$ cat src/rtl/ram_arb2_pkg.sv
// rtl/ram_arb2_pkg.sv - shared types, port indices and helpers for the two-port RAM arbiter
package ram_arb2_pkg;

    typedef enum logic [1:0] {
        IDLE   = 2'd0,
        ACCESS = 2'd1,
        RESP   = 2'd2
    } state_t;

    localparam int PORT_IF = 0;
    localparam int PORT_LS = 1;
    localparam int PERF_W  = 16;

    function automatic logic [PERF_W-1:0] sat_inc(input logic [PERF_W-1:0] v);
        return (v == {PERF_W{1'b1}}) ? v : v + PERF_W'(1);
    endfunction

    function automatic logic [1:0] port_mask(input logic p);
        return p ? 2'b10 : 2'b01;
    endfunction

endpackage

$ cat src/rtl/rr_arb2.sv
// rtl/rr_arb2.sv - combinational two-way round-robin pick
module rr_arb2
    import ram_arb2_pkg::*;
(
    input  logic [1:0] req_valid,
    input  logic       last_grant,
    output logic       pick,
    output logic       any_valid
);

    // Under contention the port that did not win last time goes next.
    always_comb begin
        any_valid = |req_valid;
        if (req_valid == 2'b11) begin
            pick = ~last_grant;
        end else begin
            pick = req_valid[PORT_LS];
        end
    end

endmodule

$ cat src/rtl/ram_arb2_ctrl.sv
// rtl/ram_arb2_ctrl.sv - two-port round-robin sequencer for a single-port synchronous RAM
// Optional grant/contention counters are built when RAM_ARB2_PERF_EN is defined.
module ram_arb2_ctrl
    import ram_arb2_pkg::*;
#(
    parameter int DATA_WIDTH = 64,
    parameter int ADDR_WIDTH = 10
) (
    input  logic                  clk,
    input  logic                  reset,
    input  logic [1:0]            req_valid,
    output logic [1:0]            req_ready,
    input  logic [1:0]            req_we,
    input  logic [ADDR_WIDTH-1:0] req_addr0,
    input  logic [ADDR_WIDTH-1:0] req_addr1,
    input  logic [DATA_WIDTH-1:0] req_wdata0,
    input  logic [DATA_WIDTH-1:0] req_wdata1,
    output logic [1:0]            rsp_valid,
    output logic [DATA_WIDTH-1:0] rsp_rdata,
    output logic [ADDR_WIDTH-1:0] ram_address,
    output logic [DATA_WIDTH-1:0] ram_data_in,
    output logic                  ram_we,
    output logic                  ram_oe,
    input  logic [DATA_WIDTH-1:0] ram_data_out,
    output logic [PERF_W-1:0]     perf_grant0,
    output logic [PERF_W-1:0]     perf_grant1,
    output logic [PERF_W-1:0]     perf_conflict
);

    state_t                state_q, state_d;
    logic                  last_grant_q, last_grant_d;
    logic                  we_q, we_d;
    logic [ADDR_WIDTH-1:0] addr_q, addr_d;
    logic [DATA_WIDTH-1:0] wdata_q, wdata_d;
    logic                  pick;
    logic                  any_valid;
    logic                  handshake;

    rr_arb2 u_arb (
        .req_valid  (req_valid),
        .last_grant (last_grant_q),
        .pick       (pick),
        .any_valid  (any_valid)
    );

    assign handshake = |(req_valid & req_ready);

    always_ff @(posedge clk) begin
        if (reset) begin
            state_q      <= IDLE;
            last_grant_q <= 1'b1;
            we_q         <= 1'b0;
            addr_q       <= '0;
            wdata_q      <= '0;
        end else begin
            state_q      <= state_d;
            last_grant_q <= last_grant_d;
            we_q         <= we_d;
            addr_q       <= addr_d;
            wdata_q      <= wdata_d;
        end
    end

    always_comb begin
        state_d = state_q;
        case (state_q)
            IDLE:    if (handshake) state_d = ACCESS;
            ACCESS:  state_d = RESP;
            RESP:    state_d = IDLE;
            default: state_d = IDLE;
        endcase
    end

    // The captured request doubles as the RAM pin drivers, so the pins hold between ops.
    always_comb begin
        last_grant_d = last_grant_q;
        we_d         = we_q;
        addr_d       = addr_q;
        wdata_d      = wdata_q;
        if (handshake) begin
            last_grant_d = pick;
            we_d         = req_we[pick];
            addr_d       = pick ? req_addr1 : req_addr0;
            wdata_d      = pick ? req_wdata1 : req_wdata0;
        end
    end

    always_comb begin
        req_ready   = 2'b00;
        rsp_valid   = 2'b00;
        rsp_rdata   = '0;
        ram_we      = 1'b0;
        ram_oe      = 1'b0;
        ram_address = addr_q;
        ram_data_in = wdata_q;
        case (state_q)
            IDLE: begin
                if (!reset && any_valid) req_ready = port_mask(pick);
            end
            ACCESS: begin
                ram_we = we_q;
                ram_oe = !we_q;
            end
            RESP: begin
                if (!reset) begin
                    rsp_valid = port_mask(last_grant_q);
                    if (!we_q) rsp_rdata = ram_data_out;
                end
            end
            default: ;
        endcase
    end

`ifdef RAM_ARB2_PERF_EN
    logic [PERF_W-1:0] perf_grant0_q, perf_grant0_d;
    logic [PERF_W-1:0] perf_grant1_q, perf_grant1_d;
    logic [PERF_W-1:0] perf_conflict_q, perf_conflict_d;

    always_comb begin
        perf_grant0_d   = perf_grant0_q;
        perf_grant1_d   = perf_grant1_q;
        perf_conflict_d = perf_conflict_q;
        if (handshake && !pick) perf_grant0_d = sat_inc(perf_grant0_q);
        if (handshake && pick)  perf_grant1_d = sat_inc(perf_grant1_q);
        if (state_q == IDLE && req_valid == 2'b11) perf_conflict_d = sat_inc(perf_conflict_q);
    end

    always_ff @(posedge clk) begin
        if (reset) begin
            perf_grant0_q   <= '0;
            perf_grant1_q   <= '0;
            perf_conflict_q <= '0;
        end else begin
            perf_grant0_q   <= perf_grant0_d;
            perf_grant1_q   <= perf_grant1_d;
            perf_conflict_q <= perf_conflict_d;
        end
    end

    assign perf_grant0   = perf_grant0_q;
    assign perf_grant1   = perf_grant1_q;
    assign perf_conflict = perf_conflict_q;
`else
    assign perf_grant0   = '0;
    assign perf_grant1   = '0;
    assign perf_conflict = '0;
`endif

endmodule

$ cat config.mk
export PLATFORM = sky130hd
export DESIGN_NAME = ram_arb2_ctrl
export DESIGN_NICKNAME = d
export VERILOG_FILES = /design/src/rtl/ram_arb2_pkg.sv /design/src/rtl/rr_arb2.sv /design/src/rtl/ram_arb2_ctrl.sv
export SDC_FILE = /design/constraint.sdc
export NUM_CORES = 1
export LEC_CHECK = 0
export BUFFER_PORTS_ARGS = -buffer_cell sky130_fd_sc_hd__buf_2
export CAP_MARGIN = 10
export CORE_AREA = 2 2 160 162
export DETAILED_ROUTE_END_ITERATION = 7
export DIE_AREA = 0 0 162 164
export HOLD_SLACK_MARGIN = 0.1
export PLACE_DENSITY = 0.45
export SLEW_MARGIN = 20
export SYNTH_ARGS = -nofsm -noshare
export SYNTH_HDL_FRONTEND = slang
export SYNTH_SLANG_ARGS = --single-unit
$ cat constraint.sdc
create_clock -name clk -period 2.8 [get_ports clk]
set_input_delay 0.14 -clock clk [delete_from_list [all_inputs] [get_ports clk]]
set_output_delay 0.14 -clock clk [all_outputs]
set_load 0.01 [all_outputs]
=== After elaboration in Yosys (flattened, before gate mapping) ===
Cells that the tools add are included.

* Order comparisons: 1
* Equality and inequality tests: 4
* Mux-type cells: 18
* Bitwise logic cells: 2
* Reductions and logical operators: 6

{| class="wikitable"
|+ Operators with widths
! kind !! number
|-
| $mux W64 || 4
|-
| $mux W2 || 7
|-
| $mux W10 || 1
|-
| $mux W1 || 5
|-
| $eq A2 B2 Y1 const B || 2
|-
| $pmux W2 S2 || 1
|-
| $reduce_or A2 Y1 || 2
|-
| $and A2 B2 Y2 || 1
|-
| $eq A2 B1 Y1 const B || 1
|-
| $logic_not A1 Y1 || 2
|-
| $logic_not A2 Y1 || 1
|-
| $lt A1 B2 Y1 const B || 1
|-
| $ne A2 B2 Y1 const B || 1
|-
| $logic_and A1 B1 Y1 || 1
|-
| $not A1 Y1 || 1
|}

* Flip-flop bits (word level): 78
* Bits of input ports: 218
* Output and inout port bits: 192
* Logic and storage cells: 36

=== Longest topological paths before layout ===
Gate-level depths: netlist of run 1.

* Depth after elaboration: 9
* Mapped depth: 6

=== Cells and area by module ===
Synthesis of run 1 repeated with hierarchy kept, for this count alone.

* Cells, all modules: 486
* Area, all modules: 4604.4 um^2

{| class="wikitable"
|+ Modules (own cells, without submodules)
! module !! times used !! cells each !! area an instance (um^2) !! sequential area each (um^2)
|-
| ram_arb2_ctrl || 1 || 484 || 4590.7 || 1561.5
|-
| rr_arb2 || 1 || 2 || 13.8 || 0.0
|}

=== Worst setup path before layout of run 1 ===
OpenSTA, ideal clock, no wires.

* Kind: flip-flop to output port
* Start: register state_q[1]
* End: output port req_ready[0]
* Arrival: 1290 ps
* Data required time: 2660 ps
* Slack: 1370 ps
* Cell stages (with the launch flop): 6
* Path buffers: 3
* Cells stage by stage: dfxtp_1 -> or2_1 -> buf_2 -> buf_4 -> buf_6 -> nor4b_2

* Longest elaborated chain between the ends: 2

{| class="wikitable"
|+ RTL lines
! element !! RTL line !! text
|-
| start, declared || ram_arb2_ctrl.sv:30 || <nowiki>state_t state_q, state_d;</nowiki>
|-
| start signal, assigned || ram_arb2_ctrl.sv:56 || <nowiki>state_q <= state_d;</nowiki>
|-
| $logic_not A2 Y1 || ram_arb2_ctrl.sv:96 || <nowiki>case (state_q)</nowiki>
|-
| $mux W2 || ram_arb2_ctrl.sv:96 ||
|-
| end, declared || ram_arb2_ctrl.sv:12 || <nowiki>output logic [1:0] req_ready,</nowiki>
|}

Every way passes these cells.

=== Worst setup path after layout of run 1 ===
* Start: register state_q[1]
* End: output port rsp_rdata[33]

* Longest elaborated chain between the ends: 2

{| class="wikitable"
|+ RTL lines
! element !! RTL line !! text
|-
| $eq A2 B2 Y1 || ram_arb2_ctrl.sv:96 ||
|-
| $mux W64 || ram_arb2_ctrl.sv:96 ||
|-
| end, declared || ram_arb2_ctrl.sv:19 || <nowiki>output logic [DATA_WIDTH-1:0] rsp_rdata,</nowiki>
|}

Every way passes these cells.

==> run_results.csv, run 1 <==
group,metric,value,unit
logic_synthesis,synth_edf_count,0,
logic_synthesis,async_flop_share,0,%
global_route,grt_pass1_vias,5426,
routing,ant_nets,0,
layout,nets,1137,
sta,slew_violations,0,
global_route,grt_max_degree,103,
die,fp.dieArea,26600,um2
cts,cts_tree,"yes",
global_route,overflow,0,
power_and_ir_drop,cellLeakagePower,3.37,nW
place,gp_congestion,0.781,
sta,finalSetupTns,0,ns
power_and_ir_drop,power.density,514,nW/um2
sta,fin_worst_skew,0.00965,ns
critical_path,worstPathArrival,2.06,ns
sta,rsz0062_at_grt,"false",
logic_synthesis,yosysWarnings,0,
logic_synthesis,synth_ff_type,"dfxtp_1",
layout,final_layout_size_suffix_gt1_share,42.9,%
layout,final_common_cell,"buf_2",
place,port_buffers,361,
routing,vias,5599,
die,num_rows,58,
global_route,gr-usage-met1,18.4,%
logic_synthesis,yosysUniqueCellTypes,24,
sta,relSlewSlack,49.4,%
sta,worst_slack,0.598,ns
die,initial_core_util,19.2,%
die,coreArea,24800,um2
place,hpwlAfterDp,14000,um
cts,cts_max_path_buffers,2,
global_route,gr-usage-met2,23.9,%
global_route,grt_pass1_wl,30400,um
sta,finalCritPeriodShare,78.7,%
critical_path,cp-start-kind,"flip-flop",
cts,clk_latency,0.35,ns
worst_hold_path,hp-class,"input port to flip-flop",
logic_synthesis,syn_area,4770,um2
routing,vias_per_cell,4.46,
logic_synthesis,ys_seq_area_share,32.8,%
cts,cts_resized,0,
layout,syn2layout_area_growth,49.3,%
sta,final-setup-viol-count,0,
critical_path,worstSetupPathType,"flip-flop to primary output",
run_status,status,"complete, no violations",
layout,final_cells,1255,
global_route,track_usage,14.5,%
routing,routed_wl,20300,um
power_and_ir_drop,peakVddDrop,0.251,mV
cts,path_clk_slew,0.06,ns
place,place_ws,0.894,ns
cts,cts_hold_buffers,25,
critical_path,endpoint_kind,"primary output",
logic_synthesis,avgSynthCellArea,8.15,um2
run,max_cap_viol_count,0,
sta,fin_crit,2.20,ns
die,dieWidth,162,um
routing,first_pass_iters,6,
cts,htreeDepth,3,
global_route,busiest_layer,"met2",
routing,route.detailed.drc,0,
die,die_h,164,um
cts,post_cts.repair.setup_buffers,0,
layout,final_cell_mix,"361 x buf_2, 78 x dfxtp_1, 76 x nor3_1",
global_route,use_met3,3.99,%
logic_synthesis,synth-seq-cells,78,
logic_synthesis,postSynthCellCount,585,
critical_path,crit_fanout,64,
cts,cts_root_buffer,"clkbuf_16",
place,place_inst,1213,
sta,finalHoldViolCount,0,
die,ios,410,
routing,dr.first_iter.drc_count,378,
cts,clock-sinks,78,
critical_path,crit_required,2.66,ns
global_route,antenna_found_initial,2,
sta,fmax,454,MHz
routing,wl_per_cell,16.2,um
cts,cts_buffers,9,
sta,tightestPinTransition,0.759,ns
registers in the layout (all words and copies together) (netlist names):
name,flops
ram_address,10
last_grant_q,1
we_q,1
ram_data_in,64
state_q,2
cells in the mapped netlist, types with 5 or more instances:
master	number	share of area [%]
nor2_1	5	0.39
a21oi_1	75	7.9
buf_4	53	8.3
nor3_1	76	8.0
buf_2	30	3.1
clkbuf_1	27	2.1
buf_6	12	2.8
dfxtp_1	78	33
nor4_1	75	9.8
and2_1	64	8.4
nor4b_1	75	14
where the power goes:
part           total (mW)  switching (mW)  internal (mW)
clock                1.33           0.521          0.809
combinational        1.01           0.575          0.437
sequential           1.32          0.0715           1.24
total                3.66            1.17           2.49
critical path: stages (launching register included):
cell	delay (ns)
dfxtp_1	0.40
or3b_4	0.45
nor2_8	0.46
and2_1	0.23
buf_2	0.15
area by class of cell:
type	instances	area, um2
multi-input combinational	430	2610
clock inverter	5	81.3
fill	2745	17700
sequential	78	1560
timing repair buffer	398	2200
tap	330	413
antenna	1	2.50
clock buffer	11	243
inverter	2	7.51
logic make-up (layout without fill, tap and decap cells):
kind of cell / after synthesis / count (layout) / share of synthesized area, %
flip-flops: 78 / 78 / 32.8
AO/OA/AOI/OAI: 77 / 77 / 8.29
AND/OR/NAND/NOR: 305 / 305 / 42.3
other: 1 / 49 / 0.0787
buffers and inverters: 124 / 416 / 16.6
per-layer routing:
layer	vias to the layer above	wire length [um]
met5	-	0
met4	0	347
met3	26	1590
met2	236	9600
met1	2596	8750
li1	2741	-
through the flow:
stage	power [mW]	utilization, %	hold slack [ns]	area (um2)
floorplan	1.96	-	0.356	4940
global placement	2.34	26.4	0.452	6540
detailed placement	2.34	26.4	0.458	6540
CTS	3.74	28.7	0.101	7110
global route	3.88	28.7	0.121	7120
finish	3.66	28.7	0.110	7120
worst paths after layout:
kind / start / to / slack [ns] / cells past startpoint
worst max-delay path: state_q[1] / rsp_rdata[33] / 0.60 / 4
worst min register to register: ram_data_in[62] / ram_data_in[62] / 0.51 / 2
worst max register to register: last_grant_q / ram_data_in[38] / 1.21 / 4
worst min-delay path: req_wdata1[27] / ram_data_in[27] / 0.11 / 3
(Power assumes the default switching activity.)
==> run 2, diff against run 1 <==
ABC_AREA = 1   (was default)
PLACE_DENSITY = 0.47   (was 0.45)
clock period = 2 ns   (was 2.8 ns; I/O delays follow)
==> run_results.csv, run 2 <==
group,metric,value,unit
layout,final_cell_mix,"361 x buf_2, 256 x nand2_1, 104 x dlygate4sd3_1",
critical_path,r2r_end,"ram_data_in[54]",
logic_synthesis,postSynthCellCount,722,
layout,syn2layout_area_growth,71.0,%
routing,routed_wl,20700,um
place,port_buffers,361,
sta,final-setup-viol-count,0,
place,dpl-instance-area,6680,um2
sta,fmax,543,MHz
cts,clk_latency,0.35,ns
worst_hold_path,hold_path_depth,5,
sta,rsz0062_at_grt,"false",
routing,vias,6013,
cts,cts_root_buffer,"clkbuf_16",
logic_synthesis,synth_area_leaders,"dfxtp_1 33%, nand2_1 20%, nor3b_1 8.9%",
layout,nets,1385,
cts,cts_max_path_buffers,2,
cts,clock-sinks,78,
layout,final_common_cell,"buf_2",
critical_path,cpPeakStageDelay,0.54,ns
die,dieWidth,162,um
logic_synthesis,yosys.area.top_type,"dfxtp_1",
worst_hold_path,hp-class,"input port to flip-flop",
cts,cts_tree,"yes",
power_and_ir_drop,pwr-share-comb,28.2,%
global_route,antenna_found_initial,2,
global_route,grt_pass1_wl,29300,um
logic_synthesis,yosysUniqueCellTypes,24,
die,die_h,164,um
critical_path,r2r_start,"last_grant_q",
cts,path_clk_slew,0.07,ns
global_route,track_usage,14.1,%
die,ios,410,
logic_synthesis,yosysMostFrequentCell,"nand2_1",
logic_synthesis,synth-seq-cells,78,
global_route,grt_pass1_vias,5633,
die,num_rows,58,
routing,dr.first_iter.drc_count,249,
worst_hold_path,hp-start,"req_wdata0[0]",
critical_path,crit_required,2.29,ns
power_and_ir_drop,power.density,613,nW/um2
logic_synthesis,syn_area,4750,um2
die,fp.dieArea,26600,um2
cts,htreeDepth,3,
worst_hold_path,whs_endpoint,"ram_data_in[0]",
routing,vias_per_cell,4.00,
die,initial_core_util,19.1,%
layout,largest_register_ffs,64,
sta,fin_worst_skew,0.0108,ns
logic_synthesis,async_flop_share,0,%
critical_path,crit_family,"buffers and inverters",
routing,route.detailed.drc,0,
cts,cts_buffers,9,
sta,fin_crit,1.84,ns
routing,wl_per_cell,13.8,um
place,hpwlAfterDp,14100,um
critical_path,endpoint_kind,"flip-flop",
sta,finalHoldViolCount,0,
global_route,overflow,0,
logic_synthesis,yosysWarnings,0,
global_route,grt_max_degree,76,
logic_synthesis,avgSynthCellArea,6.57,um2
run,max_cap_viol_count,0,
critical_path,worstPathArrival,2.13,ns
critical_path,crit_buf_inv,3,
layout,final_layout_size_suffix_gt1_share,36.1,%
critical_path,reg2reg_depth,9,
layout,final_cells,1503,
logic_synthesis,ys_seq_area_share,32.9,%
logic_synthesis,synth_edf_count,0,
power_and_ir_drop,report.power.total,4.98,mW
place,gp_congestion,0.716,
logic_synthesis,netlist.area_leader.share,32.9,%
sta,finalCritPeriodShare,92.0,%
critical_path,cp_cell_sequence,"nand2_2 -> nand2_4 -> inv_4 -> buf_4 -> nand2_1 -> nand2_1 -> nor2_1 -> nor2_1 -> dlygate4sd3_1",
layout,stdcell_area,8110,um2
routing,first_pass_iters,4,
sta,slew_violations,0,
critical_path,reg2reg_slack,0.16,ns
critical_path,cp-start-kind,"flip-flop",
die,coreArea,24800,um2
power_and_ir_drop,switchingPower,1.54,mW
power_and_ir_drop,cellLeakagePower,4.33,nW
power_and_ir_drop,peakVddDrop,0.317,mV
layout,fillers,2697,
logic_synthesis,synth_ff_type,"dfxtp_1",
critical_path,cpMaxStageDelayCell,"dlygate4sd3_1",
logic_synthesis,synthTopCellsByCount,"257 x nand2_1, 103 x nor2_1, 78 x dfxtp_1",
sta,finalSetupTns,0,ns
run_status,status,"complete, no violations",
place,place_inst,1378,
critical_path,worstSetupPathType,"flip-flop to flip-flop",
power_and_ir_drop,sw_frac_of_total,30.8,%
power_and_ir_drop,seq_power_share,35.1,%
routing,ant_nets,0,
power_and_ir_drop,clkPwrFrac,36.7,%
power_and_ir_drop,intPower,3.44,mW
critical_path,crit_fanout,17,
==> run 2: changes by cell type after synthesis, moves of 16 or more <==
| cell | previous run | this run |
|---|---|---|
| nand2_1 | 1 | 257 |
| nor2_1 | 5 | 103 |
| nor3_1 | 76 | 1 |
| nor4_1 | 75 | 0 |
| nor4b_1 | 75 | 0 |
| and2_1 | 64 | 0 |
| nor3b_1 | 1 | 56 |
| a21oi_1 | 75 | 25 |
| o21ai_0 | 0 | 49 |
| nand3_1 | 0 | 27 |
| buf_2 | 30 | 14 |
==> run 2: how the worst max path moves through the flow <==
| stage | start | endpoint | slack (ns) | depth (start not counted) |
|---|---|---|---|---|
| floorplan | state_q[1] | rsp_rdata[25] | 0.68 | 5 |
| global placement | state_q[1] | rsp_rdata[45] | 0.34 | 5 |
| detailed placement | state_q[1] | rsp_rdata[33] | 0.35 | 5 |
| CTS | last_grant_q | ram_data_in[54] | 0.02 | 9 |
| global route | last_grant_q | ram_data_in[60] | 0.04 | 9 |
| finish | last_grant_q | ram_data_in[54] | 0.16 | 9 |
==> run 2: cells by family (layout without fill, tap and decap cells) <==
kind of cell           after synthesis  after routing  share of synthesized area, %
and+or+nand+nor                    459            459                          43.7
other                                1             49                        0.0790
DFF                                 78             78                          32.9
buffers and inverters              109            512                          15.3
AOI/OAI and AO/OA                   75             75                          7.99
==> run 2: final cells by class <==
class,instances,area (um2),area share [%]
Inverter,6,25.0,0.308
Clock buffer,10,229,2.82
Tap cell,330,413,5.09
Multi-Input combinational cell,582,2650,32.6
Antenna cell,1,2.50,0.0308
Sequential cell,78,1560,19.3
Timing Repair Buffer,490,3140,38.7
Clock inverter,6,92.6,1.14
==> run 2: power groups by stage <==
stage | combinational, mW | clock (mW) | sequential, mW
2_1_floorplan | 0.680 | 0 | 1.84
3_3_place_gp | 1.21 | 0 | 1.78
3_5_place_dp | 1.20 | 0 | 1.78
4_1_cts | 1.38 | 1.90 | 1.75
5_1_grt | 1.55 | 1.96 | 1.76
6_report | 1.41 | 1.83 | 1.75
==> run 2: repair_timing <==
action | 4_1_cts | 5_1_grt
setup endpoints to repair | 29 | 10
setup buffers | 0 | 3
hold endpoints to repair | 61 | 0
cloned | 0 | 1
resized for setup | 1 | 5
hold buffers | 104 | 0
pin swaps | 0 | 2
==> run 2: metrics by stage <==
stage / worst slack [ns] / hold WS, ns / utilization, %
floorplan: 0.680 / 0.296 / -
global placement: 0.336 / 0.412 / 26.9
detailed placement: 0.350 / 0.418 / 26.9
CTS: 0.0175 / 0.100 / 32.4
global route: 0.0356 / 0.110 / 32.7
finish: 0.159 / 0.107 / 32.7
==> run 2: per-layer routing <==
metal | global-route usage (%) | wire length, um
met1 | 15.4 | 8290
met2 | 26.9 | 10800
met3 | 3.36 | 1220
met4 | 4.38 | 378
met5 | 0 | 18
==> run 2: tightest hold or removal path: stages <==
cell     delay (ns)
buf_2          0.08
nand2_1        0.05
nand2_1        0.07
nor2_1         0.04
nor2_1         0.08
==> run 3, diff against run 2 <==
MAX_ROUTING_LAYER = met4   (was default)
SKIP_CTS_REPAIR_TIMING = 1   (was default)
==> run_results.csv, run 3 (synthesis gave the netlist of run 2 again) <==
group,metric,value,unit
critical_path,endpoint_kind,"flip-flop",
routing,vias,5619,
global_route,track_usage,13.5,%
run,max_cap_viol_count,0,
routing,routed_wl,19200,um
layout,final_cell_mix,"361 x buf_2, 256 x nand2_1, 103 x nor2_1",
global_route,overflow,0,
global_route,grt_pass1_vias,4899,
sta,slew_violations,0,
layout,final_common_cell,"buf_2",
layout,multi_input_area,2650,um2
worst_hold_path,hp-class,"input port to flip-flop",
place,port_buffers,361,
cts,cts_buffers,9,
layout,final_layout_size_suffix_gt1_share,38.1,%
layout,nets,1311,
sta,fin_crit,1.83,ns
place,hpwlAfterDp,14100,um
critical_path,worstSetupPathType,"flip-flop to flip-flop",
layout,final_cells,1429,
cts,path_clk_slew,0.06,ns
die,num_rows,58,
sta,finalCritPeriodShare,91.5,%
routing,route.detailed.drc,0,
power_and_ir_drop,peakVddDrop,0.310,mV
cts,cts_tree,"yes",
layout,largest_register_ffs,64,
routing,dr.first_iter.drc_count,235,
place,place_ws,0.350,ns
cts,htreeDepth,3,
sta,fin_hold_ws,0.0731,ns
sta,finalHoldViolCount,0,
critical_path,cpMaxStageDelayCell,"dlygate4sd3_1",
critical_path,cp-start-kind,"flip-flop",
cts,cts_max_path_buffers,2,
power_and_ir_drop,power.density,654,nW/um2
die,initial_core_util,19.1,%
global_route,antenna_found_initial,1,
critical_path,cp_cell_sequence,"nand2_2 -> nand2_4 -> buf_12 -> nand2_1 -> nand2_1 -> dlygate4sd3_1 -> nor2_1 -> nor2_1",
cts,clock-sinks,78,
power_and_ir_drop,cellLeakagePower,4.00,nW
global_route,grt_max_degree,76,
layout,fillers,2781,
sta,fin_worst_skew,0.0101,ns
sta,worst_slack,0.170,ns
sta,final-setup-viol-count,0,
layout,syn2layout_area_growth,54.8,%
critical_path,crit_fanout,75,
place,gp_congestion,0.724,
place,place_inst,1378,
routing,ant_nets,0,
sta,fmax,547,MHz
sta,finalSetupTns,0,ns
critical_path,crit_required,2.28,ns
die,fp.dieArea,26600,um2
run_status,status,"complete, no violations",
die,die_h,164,um
cts,cts_root_buffer,"clkbuf_16",
critical_path,reg2reg_slack,0.17,ns
critical_path,worstPathArrival,2.11,ns
routing,vias_per_cell,3.93,
routing,first_pass_iters,4,
cts,clk_latency,0.34,ns
sta,rsz0062_at_grt,"false",
die,ios,410,
critical_path,cpPeakStageDelay,0.54,ns
die,dieWidth,162,um
die,coreArea,24800,um2
routing,wl_per_cell,13.5,um
layout,seqCellArea,1560,um2
layout,post-route-util,29.6,%
global_route,grt_pass1_wl,26800,um
## run 3: cell count changes in the layout (fill, tap and decap cells not counted)
cell | previous run | this run
buf_12 | 4 | 6
buf_16 | 2 | 0
buf_4 | 18 | 15
clkbuf_16 | 10 | 9
dfxtp_1 | 77 | 78
dfxtp_2 | 1 | 0
dlygate4sd3_1 | 104 | 34
inv_2 | 3 | 4
inv_4 | 1 | 0
## run 3: layout make-up
type	count	share of cell area (%)
timing repair buffer	416	32.4
inverter	6	0.307
multi-input combinational	582	36.0
sequential	78	21.3
clock inverter	6	1.26
clock buffer	10	3.12
antenna	1	0.0341
tap	330	5.62
## run 3: metal layers
| metal | up-vias | global-route usage, % | wire (um) |
|---|---|---|---|
| met5 | - | - | 0 |
| met3 | 13 | 2.78 | 1080 |
| met1 | 2449 | 15.1 | 7920 |
| met2 | 219 | 24.6 | 10100 |
| li1 | 2938 | - | - |
| met4 | 0 | 2.94 | 187 |
## run 3: metrics by stage
stage / total power, mW / instance area, um2
finish: 4.80 / 7350
global route: 5.10 / 7350
CTS: 4.85 / 7000
detailed placement: 2.98 / 6680
global placement: 2.98 / 6680
floorplan: 2.52 / 4920
## run 3: path summary, 6_finish.rpt
kind	cells past startpoint	endpoint	start
max	8	ram_data_in[26]	last_grant_q
min reg2reg	2	ram_data_in[52]	ram_data_in[52]
max reg2reg	8	ram_data_in[26]	last_grant_q
min	5	ram_data_in[23]	req_wdata1[23]
## run 3: power breakdown
part | total [mW] | internal (mW) | switching, mW
clock network | 1.82 | 1.10 | 0.715
logic | 1.24 | 0.528 | 0.710
registers | 1.75 | 1.69 | 0.0613
## run 3: critical path, delay by kind of cell, from the launching register on
family | cells | cell delay [ns]
buffers and inverters | 2 | 0.85
AND/OR/NAND/NOR | 6 | 0.49
flip-flops | 1 | 0.42
